**src/rtl/keypad_pkg.sv**
```systemverilog
// Shared definitions for the keypad entry sequencer: FSM state codes, special
// key codes and small helpers used at elaboration and in the datapath.
package keypad_pkg;

  typedef logic [2:0] state_t;

  localparam state_t StIdle    = 3'd0;
  localparam state_t StEntry   = 3'd1;
  localparam state_t StSettle  = 3'd2;
  localparam state_t StRelease = 3'd3;
  localparam state_t StDone    = 3'd4;

  localparam logic [3:0] KEY_CLEAR   = 4'hE;
  localparam logic [3:0] KEY_ENTER   = 4'hF;
  localparam logic [3:0] KEY_DEC_MAX = 4'h9;

  function automatic longint unsigned ipow(input int unsigned base, input int unsigned exp);
    longint unsigned r;
    r = 64'd1;
    for (int unsigned i = 0; i < exp; i++) begin
      r = r * longint'(base);
    end
    return r;
  endfunction

  // In hex mode 0xA-0xD become digits; 0xE/0xF stay CLEAR/ENTER.
  function automatic logic is_digit(input logic [3:0] code, input logic hex_en);
    return hex_en ? (code <= 4'hD) : (code <= KEY_DEC_MAX);
  endfunction

endpackage

```
**src/rtl/keypad_input_ctrl_if.sv**
```systemverilog
// CPU-side request/result handshake of the keypad entry sequencer.
interface keypad_input_ctrl_if #(
  parameter int unsigned DATA_W = 16
);
  logic              req_i;
  logic              ack_i;
  logic              busy_o;
  logic              valid_o;
  logic [DATA_W-1:0] data_o;
  logic [DATA_W-1:0] entry_o;
  logic [2:0]        digits_o;

  modport master (
    output req_i,
    output ack_i,
    input  busy_o,
    input  valid_o,
    input  data_o,
    input  entry_o,
    input  digits_o
  );

  modport slave (
    input  req_i,
    input  ack_i,
    output busy_o,
    output valid_o,
    output data_o,
    output entry_o,
    output digits_o
  );
endinterface

```
**src/rtl/key_event_sync.sv**
```systemverilog
// Synchronises the scanner word, detects press edges and times the settle
// window after which the key code is trusted.
module key_event_sync #(
  parameter int unsigned SETTLE_CYC = 300000
) (
  input  logic       clk,
  input  logic       rst,
  input  logic [4:0] key_i,
  input  logic       arm_i,
  output logic       event_pulse,
  output logic       code_valid,
  output logic       released,
  output logic [3:0] code
);

  localparam int unsigned CntW = $clog2(SETTLE_CYC + 1);

  logic [4:0]      sync1_q, sync2_q;
  logic            flag_q;
  logic            run_q;
  logic            code_valid_q;
  logic [CntW-1:0] cnt_q;

  always_ff @(posedge clk or posedge rst) begin
    if (rst) begin
      sync1_q      <= '0;
      sync2_q      <= '0;
      flag_q       <= 1'b0;
      run_q        <= 1'b0;
      code_valid_q <= 1'b0;
      cnt_q        <= '0;
    end else begin
      sync1_q      <= key_i;
      sync2_q      <= sync1_q;
      flag_q       <= sync2_q[4];
      code_valid_q <= 1'b0;
      if (arm_i && event_pulse) begin
        cnt_q <= CntW'(SETTLE_CYC);
        run_q <= 1'b1;
      end else if (run_q) begin
        cnt_q <= cnt_q - 1'b1;
        // Fire one cycle early so the code is applied SETTLE_CYC+1 after detection.
        if (cnt_q == CntW'(1)) begin
          run_q        <= 1'b0;
          code_valid_q <= 1'b1;
        end
      end
    end
  end

  assign event_pulse = sync2_q[4] & ~flag_q;
  assign released    = ~sync2_q[4];
  assign code        = sync2_q[3:0];
  assign code_valid  = code_valid_q;

endmodule

```
**src/rtl/keypad_input_ctrl.sv**
```systemverilog
// Keypad number-entry sequencer: FSM, accumulator and registered CPU outputs.
// Define KEYPAD_HEX_EN to accept 0x0-0xD as hex digits instead of decimal.
module keypad_input_ctrl
  import keypad_pkg::*;
#(
  parameter int unsigned DATA_W     = 16,
  parameter int unsigned MAX_DIGITS = 4,
  parameter int unsigned SETTLE_CYC = 300000
) (
  input  logic                clk,
  input  logic                rst,
  input  logic [4:0]          key_i,
  keypad_input_ctrl_if.slave  cpu
);

`ifdef KEYPAD_HEX_EN
  localparam logic        HexEn = 1'b1;
  localparam int unsigned Radix = 16;
`else
  localparam logic        HexEn = 1'b0;
  localparam int unsigned Radix = 10;
`endif

  localparam longint unsigned DigitSpan = ipow(Radix, MAX_DIGITS);

  if (DigitSpan > (64'd1 << DATA_W) || MAX_DIGITS > 7 || MAX_DIGITS == 0 || SETTLE_CYC == 0)
  begin : g_bad_cfg
    $error("keypad_input_ctrl: MAX_DIGITS/DATA_W/SETTLE_CYC out of range");
  end

  state_t            state_q, state_d;
  logic [DATA_W-1:0] acc_q, acc_d, acc_shift;
  logic [DATA_W-1:0] data_q, data_d;
  logic [2:0]        digits_q, digits_d;
  logic              busy_q, busy_d;
  logic              valid_q, valid_d;

  logic       event_pulse, code_valid, released;
  logic [3:0] code;

  key_event_sync #(
    .SETTLE_CYC (SETTLE_CYC)
  ) u_sync (
    .clk         (clk),
    .rst         (rst),
    .key_i       (key_i),
    .arm_i       (state_q == StEntry),
    .event_pulse (event_pulse),
    .code_valid  (code_valid),
    .released    (released),
    .code        (code)
  );

`ifdef KEYPAD_HEX_EN
  assign acc_shift = (acc_q << 4) | DATA_W'(code);
`else
  assign acc_shift = (acc_q << 3) + (acc_q << 1) + DATA_W'(code);
`endif

  always_comb begin
    state_d  = state_q;
    acc_d    = acc_q;
    digits_d = digits_q;
    data_d   = data_q;
    case (state_q)
      StIdle: begin
        if (cpu.req_i) begin
          state_d  = StEntry;
          acc_d    = '0;
          digits_d = '0;
        end
      end
      StEntry: begin
        if (event_pulse) state_d = StSettle;
      end
      StSettle: begin
        if (code_valid) begin
          state_d = StRelease;
          if (code == KEY_CLEAR) begin
            acc_d    = '0;
            digits_d = '0;
          end else if (code == KEY_ENTER) begin
            if (digits_q != 3'd0) begin
              state_d = StDone;
              data_d  = acc_q;
            end
          end else if (is_digit(code, HexEn) && digits_q < 3'(MAX_DIGITS)) begin
            acc_d    = acc_shift;
            digits_d = digits_q + 3'd1;
          end
        end
      end
      StRelease: begin
        if (released) state_d = StEntry;
      end
      StDone: begin
        if (cpu.ack_i) state_d = StIdle;
      end
      default: state_d = StIdle;
    endcase
  end

  assign busy_d  = (state_d == StEntry) || (state_d == StSettle) || (state_d == StRelease);
  assign valid_d = (state_d == StDone);

  always_ff @(posedge clk or posedge rst) begin
    if (rst) begin
      state_q  <= StIdle;
      acc_q    <= '0;
      digits_q <= '0;
      data_q   <= '0;
      busy_q   <= 1'b0;
      valid_q  <= 1'b0;
    end else begin
      state_q  <= state_d;
      acc_q    <= acc_d;
      digits_q <= digits_d;
      data_q   <= data_d;
      busy_q   <= busy_d;
      valid_q  <= valid_d;
    end
  end

  assign cpu.busy_o   = busy_q;
  assign cpu.valid_o  = valid_q;
  assign cpu.data_o   = data_q;
  assign cpu.entry_o  = acc_q;
  assign cpu.digits_o = digits_q;

endmodule

```
**src/flat_wrapper.sv**
```systemverilog
// flat-port wrapper written by rule: the top's interface ports become plain ports
module keypad_input_ctrl_flat import keypad_pkg::*;
#(
  parameter int unsigned DATA_W     = 16,
  parameter int unsigned MAX_DIGITS = 4,
  parameter int unsigned SETTLE_CYC = 300000
)
  (clk, rst, key_i, cpu_req_i, cpu_ack_i, cpu_busy_o, cpu_valid_o, cpu_data_o, cpu_entry_o, cpu_digits_o);
  keypad_input_ctrl_if #(.DATA_W(DATA_W)) cpu_i ();
  input  logic clk;
  input  logic rst;
  input  logic [4:0] key_i;
  input wire logic [$bits(cpu_i.req_i)-1:0] cpu_req_i;
  input wire logic [$bits(cpu_i.ack_i)-1:0] cpu_ack_i;
  output wire logic [$bits(cpu_i.busy_o)-1:0] cpu_busy_o;
  output wire logic [$bits(cpu_i.valid_o)-1:0] cpu_valid_o;
  output wire logic [$bits(cpu_i.data_o)-1:0] cpu_data_o;
  output wire logic [$bits(cpu_i.entry_o)-1:0] cpu_entry_o;
  output wire logic [$bits(cpu_i.digits_o)-1:0] cpu_digits_o;
  assign cpu_i.req_i = cpu_req_i;
  assign cpu_i.ack_i = cpu_ack_i;
  assign cpu_busy_o = cpu_i.busy_o;
  assign cpu_valid_o = cpu_i.valid_o;
  assign cpu_data_o = cpu_i.data_o;
  assign cpu_entry_o = cpu_i.entry_o;
  assign cpu_digits_o = cpu_i.digits_o;
  keypad_input_ctrl #(.DATA_W(DATA_W), .MAX_DIGITS(MAX_DIGITS), .SETTLE_CYC(SETTLE_CYC)) u_core (.clk(clk), .rst(rst), .key_i(key_i), .cpu(cpu_i));
endmodule
```
**config.mk**
```make
export PLATFORM = sky130hd
export DESIGN_NAME = keypad_input_ctrl_flat
export DESIGN_NICKNAME = d
export VERILOG_FILES = /design/src/rtl/keypad_pkg.sv /design/src/rtl/keypad_input_ctrl_if.sv /design/src/rtl/key_event_sync.sv /design/src/rtl/keypad_input_ctrl.sv /design/src/flat_wrapper.sv
export SDC_FILE = /design/constraint.sdc
export NUM_CORES = 1
export LEC_CHECK = 0
export CAP_MARGIN = 20
export CORE_MARGIN = 8
export CORE_UTILIZATION = 25
export DETAILED_ROUTE_END_ITERATION = 10
export PLACE_DENSITY_LB_ADDON = 0.08
export SLEW_MARGIN = 20
export SYNTH_ARGS = -nofsm -noshare
export SYNTH_HDL_FRONTEND = slang
export SYNTH_SLANG_ARGS = --single-unit
```
**constraint.sdc**
```tcl
create_clock -name clk -period 5 [get_ports clk]
set_input_delay 0.75 -clock clk [delete_from_list [all_inputs] [get_ports clk]]
set_output_delay 0.75 -clock clk [all_outputs]
set_load 0.02 [all_outputs]
```
==> results.md <==
* Worst Path Arrival at ~3 ns
* I/O Buffers at 45
* Top FF cell, synth: dfrtp_1
* Initial antenna violation count at 0
* Final setup violation count at 0
* Post-synthesis sequential area ratio at 0.4792
* Final setup TNS at 0 ns
* GRT Util Overall at 0.09889
* Area Overhead vs Synth at 26.36%
* H-Tree Depth at 3
* DIE WIDTH at 138.6 um
* Synthesized area per cell at ~11 um^2
* Post-Syn Instances at ~350
* Met3 wire len at approximately 350 um
* Synth warn at 0
* Yosys reg bits at slightly above 70
* Drt wl/cell at 15.17 um
* Total global routing overflow at 0
* Flop2flop setup slack at around 2.2 ns
* I/O pins at 46
* HPWL after detailed placement at 6425 um
* Largest net degree at the start of global routing at between 40 and 50
* Crit-path cells: inv_1 -> fa_1 -> inv_1 -> ha_1 -> a21oi_1 -> nand4b_1 -> a21oi_1 -> or4_1 -> a32o_1
* CTS Sinks at 72
* Worst skew pair latency at 0.34 ns
* Synthesized net count at 390
* Clk_skew at 0.005975 ns
* Power Density at approximately 380 nW/um^2
* Vias per inst at approximately 4.6
* Worst min path class: reg -> reg
* Highest layer used for signal routing: met4
* Lkg Pwr at between 0.002 and 0.0025 uW
* Non-Filler Instances at a little under 600
* Postcts setup bufs at 0
* Post-CTS Resized at 0
* Final nets at approximately 440
* Post-route DRC at 0
* Compound-Gate Fraction of Synth Area at 0.1118
* Worst-path fanout max at 5
* Fraction of layout cells with a size suffix above 1 at 0.1219
* Final Wtd Congestion at a little under 0.8
* Post-synth EDFFs at 0
* Post-synthesis mux area share at 0.05358
* WL met1 at 4509 um
* Asr flop ratio synth at 1.000
* Synth Area in XOR/XNOR at 0.04659
* Global-route wire length before repair at between 15000 and 20000 um
* Std cell rows at 45
* Worst EP required at about 5.2 ns
* Final Hold Vio Count at 0
* Clock root cell: clkbuf_16
* Crit start category: flop
* Post-Synth Simple-Gate Area at 0.1681
* Clock slew at reported path FFs at 0.06 ns
* Slew Limit Headroom at 0.4296
* Placed cell count at about 570
* Mapped cell area at ~3800 um^2
* Overall routed net length at between 8000 and 9000 um
* CTS tree: built
* Main combinational cell family by area after synthesis: simple AND/OR/NAND/NOR gates
* CP Buf/Inv Count at 2
* ANT nets after route at 0
* Unrepaired setup endpoints after global routing: no
* Max VDD drop at 0.1431 mV
* Vias in the first global route at 2874
* Initial Utilization at 0.2520
* Cell variety after synth at 51
* Hold-fix buffers, CTS at 0
* Post-Synth Adder-Cell Area at 0.1105
* Final slew viol count at 0
* Full die area at 19220 um^2
* Part of the cycle the worst path needs at 0.5555
* CTS buffer count at 9
* Max clock buf depth at 2
* Maximum clock frequency at 0.3600 GHz
* Via count at 2734
* Router iterations before antenna repair at 4
* Critical path capture point type: flop
* Tmin final at ~2.8 ns
* Antenna cells at 0
* Critical path type: reg -> reg
* Top delay family on crit path: adder cells
* Slew @ Worst Pin at ~0.85 ns
* DR WL met2 at about 4000 um
* Core Area at 14920 um^2
* CP max stage cell: or4_1
* Die height at 138.6 um
* Max-cap violations at 0
* CP max stage delay at between 0.5 and 0.6 ns
* Violation count after the first detailed-routing iteration at roughly 200
* Run status: complete, no violations
==> synth_stat cells, types with 3 or more instances <==
library cell / instances / area (um^2)
nor2_1: 20 / 75.07
a31oi_1: 3 / 18.77
nor4_1: 3 / 18.77
a221oi_1: 3 / 26.28
nor4_2: 3 / 37.54
a21o_1: 5 / 37.54
nor3_1: 9 / 45.04
or4_1: 3 / 22.52
or3_1: 8 / 50.05
nand3_1: 11 / 55.05
a21oi_1: 16 / 80.08
xnor2_1: 15 / 131.4
clkbuf_1: 9 / 33.78
mux2_2: 17 / 191.4
or2_2: 5 / 31.28
a22o_1: 5 / 43.79
xor2_1: 5 / 43.79
nand2_1: 28 / 105.1
o21ai_0: 19 / 95.09
inv_1: 16 / 60.06
ha_1: 30 / 375.4
dfrtp_1: 72 / 1802
nand3b_1: 3 / 22.52
and3_1: 4 / 25.02
==> area by class of cell <==
cell class / instances / area, um^2
multi-input combinational: 249 / 1853
timing repair buffer: 49 / 480.5
tap: 188 / 235.2
clock buffer: 14 / 284.0
sequential: 72 / 1802
inverter: 16 / 61.31
fill: 1506 / 10170
clock inverter: 2 / 35.03
==> state kept, by name, summed over array words and instances (netlist names) <==
name / count
u_core.cpu.busy_o: 1
u_core.cpu.data_o: 16
u_core.cpu.digits_o: 3
u_core.cpu.entry_o: 16
u_core.cpu.valid_o: 1
u_core.state_q: 3
u_core.u_sync.cnt_q: 19
u_core.u_sync.code_valid: 1
u_core.u_sync.flag_q: 1
u_core.u_sync.run_q: 1
u_core.u_sync.sync1_q: 5
u_core.u_sync.sync2_q: 5
==> power by group <==
part	internal, uW	switching [uW]	leakage [uW]
combinational	165	229	0.00101
sequential	648	82.8	0.000919
clock	440	244	0.000159
==> placed cells by master (no fill, tap or decap), types with 8 or more instances in the layout <==
cell type,n
ha_1,30
or3_1,8
nor3_1,9
a21oi_1,16
dfrtp_1,72
nand2_1,28
o21ai_0,19
clkdlybuf4s50_1,45
inv_1,15
mux2_2,17
xnor2_1,15
nor2_1,20
clkbuf_16,9
nand3_1,11
==> logic make-up (layout without fill, tap and decap cells) <==
| logic type | count (synthesis) | count (layout) |
|---|---|---|
| AOI/OAI and AO/OA | 65 | 65 |
| xor gates and xnor gates | 20 | 20 |
| adders and majority gates | 32 | 32 |
| buffers and inverters | 28 | 81 |
| DFF | 72 | 72 |
| muxes | 18 | 18 |
| and+or+nand+nor | 114 | 114 |
==> worst paths after layout <==
path / from / end / cells past startpoint
worst max register to register: u_core.cpu.entry_o[2]$_DFFE_PP0P_ / u_core.cpu.entry_o[15]$_DFFE_PP0P_ / 9
worst min-delay path: u_core.u_sync.sync1_q[4]$_DFF_PP0_ / u_core.u_sync.sync2_q[4]$_DFF_PP0_ / 0
min in group asynchronous: rst / u_core.u_sync.sync1_q[2]$_DFF_PP0_ / 2
worst max-delay path: u_core.cpu.entry_o[2]$_DFFE_PP0P_ / u_core.cpu.entry_o[15]$_DFFE_PP0P_ / 9
max in group asynchronous: rst / u_core.u_sync.cnt_q[15]$_DFFE_PP0P_ / 3
worst min register to register: u_core.u_sync.sync1_q[4]$_DFF_PP0_ / u_core.u_sync.sync2_q[4]$_DFF_PP0_ / 0
==> routing by layer <==
layer | up-vias | track usage
met5 | - | 0
met3 | 12 | 0.02568
met4 | 0 | 0.04754
met2 | 50 | 0.1435
met1 | 1313 | 0.1334
li1 | 1359 | -
==> stage by stage <==
step | hold slack [ns] | area (um^2) | setup WS [ns] | utilization | total power [uW]
6_report | 0.3467 | 4751 | 2.222 | 0.3184 | 1809
5_1_grt | 0.3591 | 4751 | 2.026 | 0.3184 | 1929
4_1_cts | 0.3477 | 4750 | 2.228 | 0.3183 | 1846
3_5_place_dp | 0.3362 | 4431 | 2.190 | 0.2969 | 1146
3_3_place_gp | 0.3321 | 4431 | 2.233 | 0.2969 | 1146
2_1_floorplan | 0.3312 | 3760 | 2.287 | - | 997.7
Power figures use the tool's default switching activity.
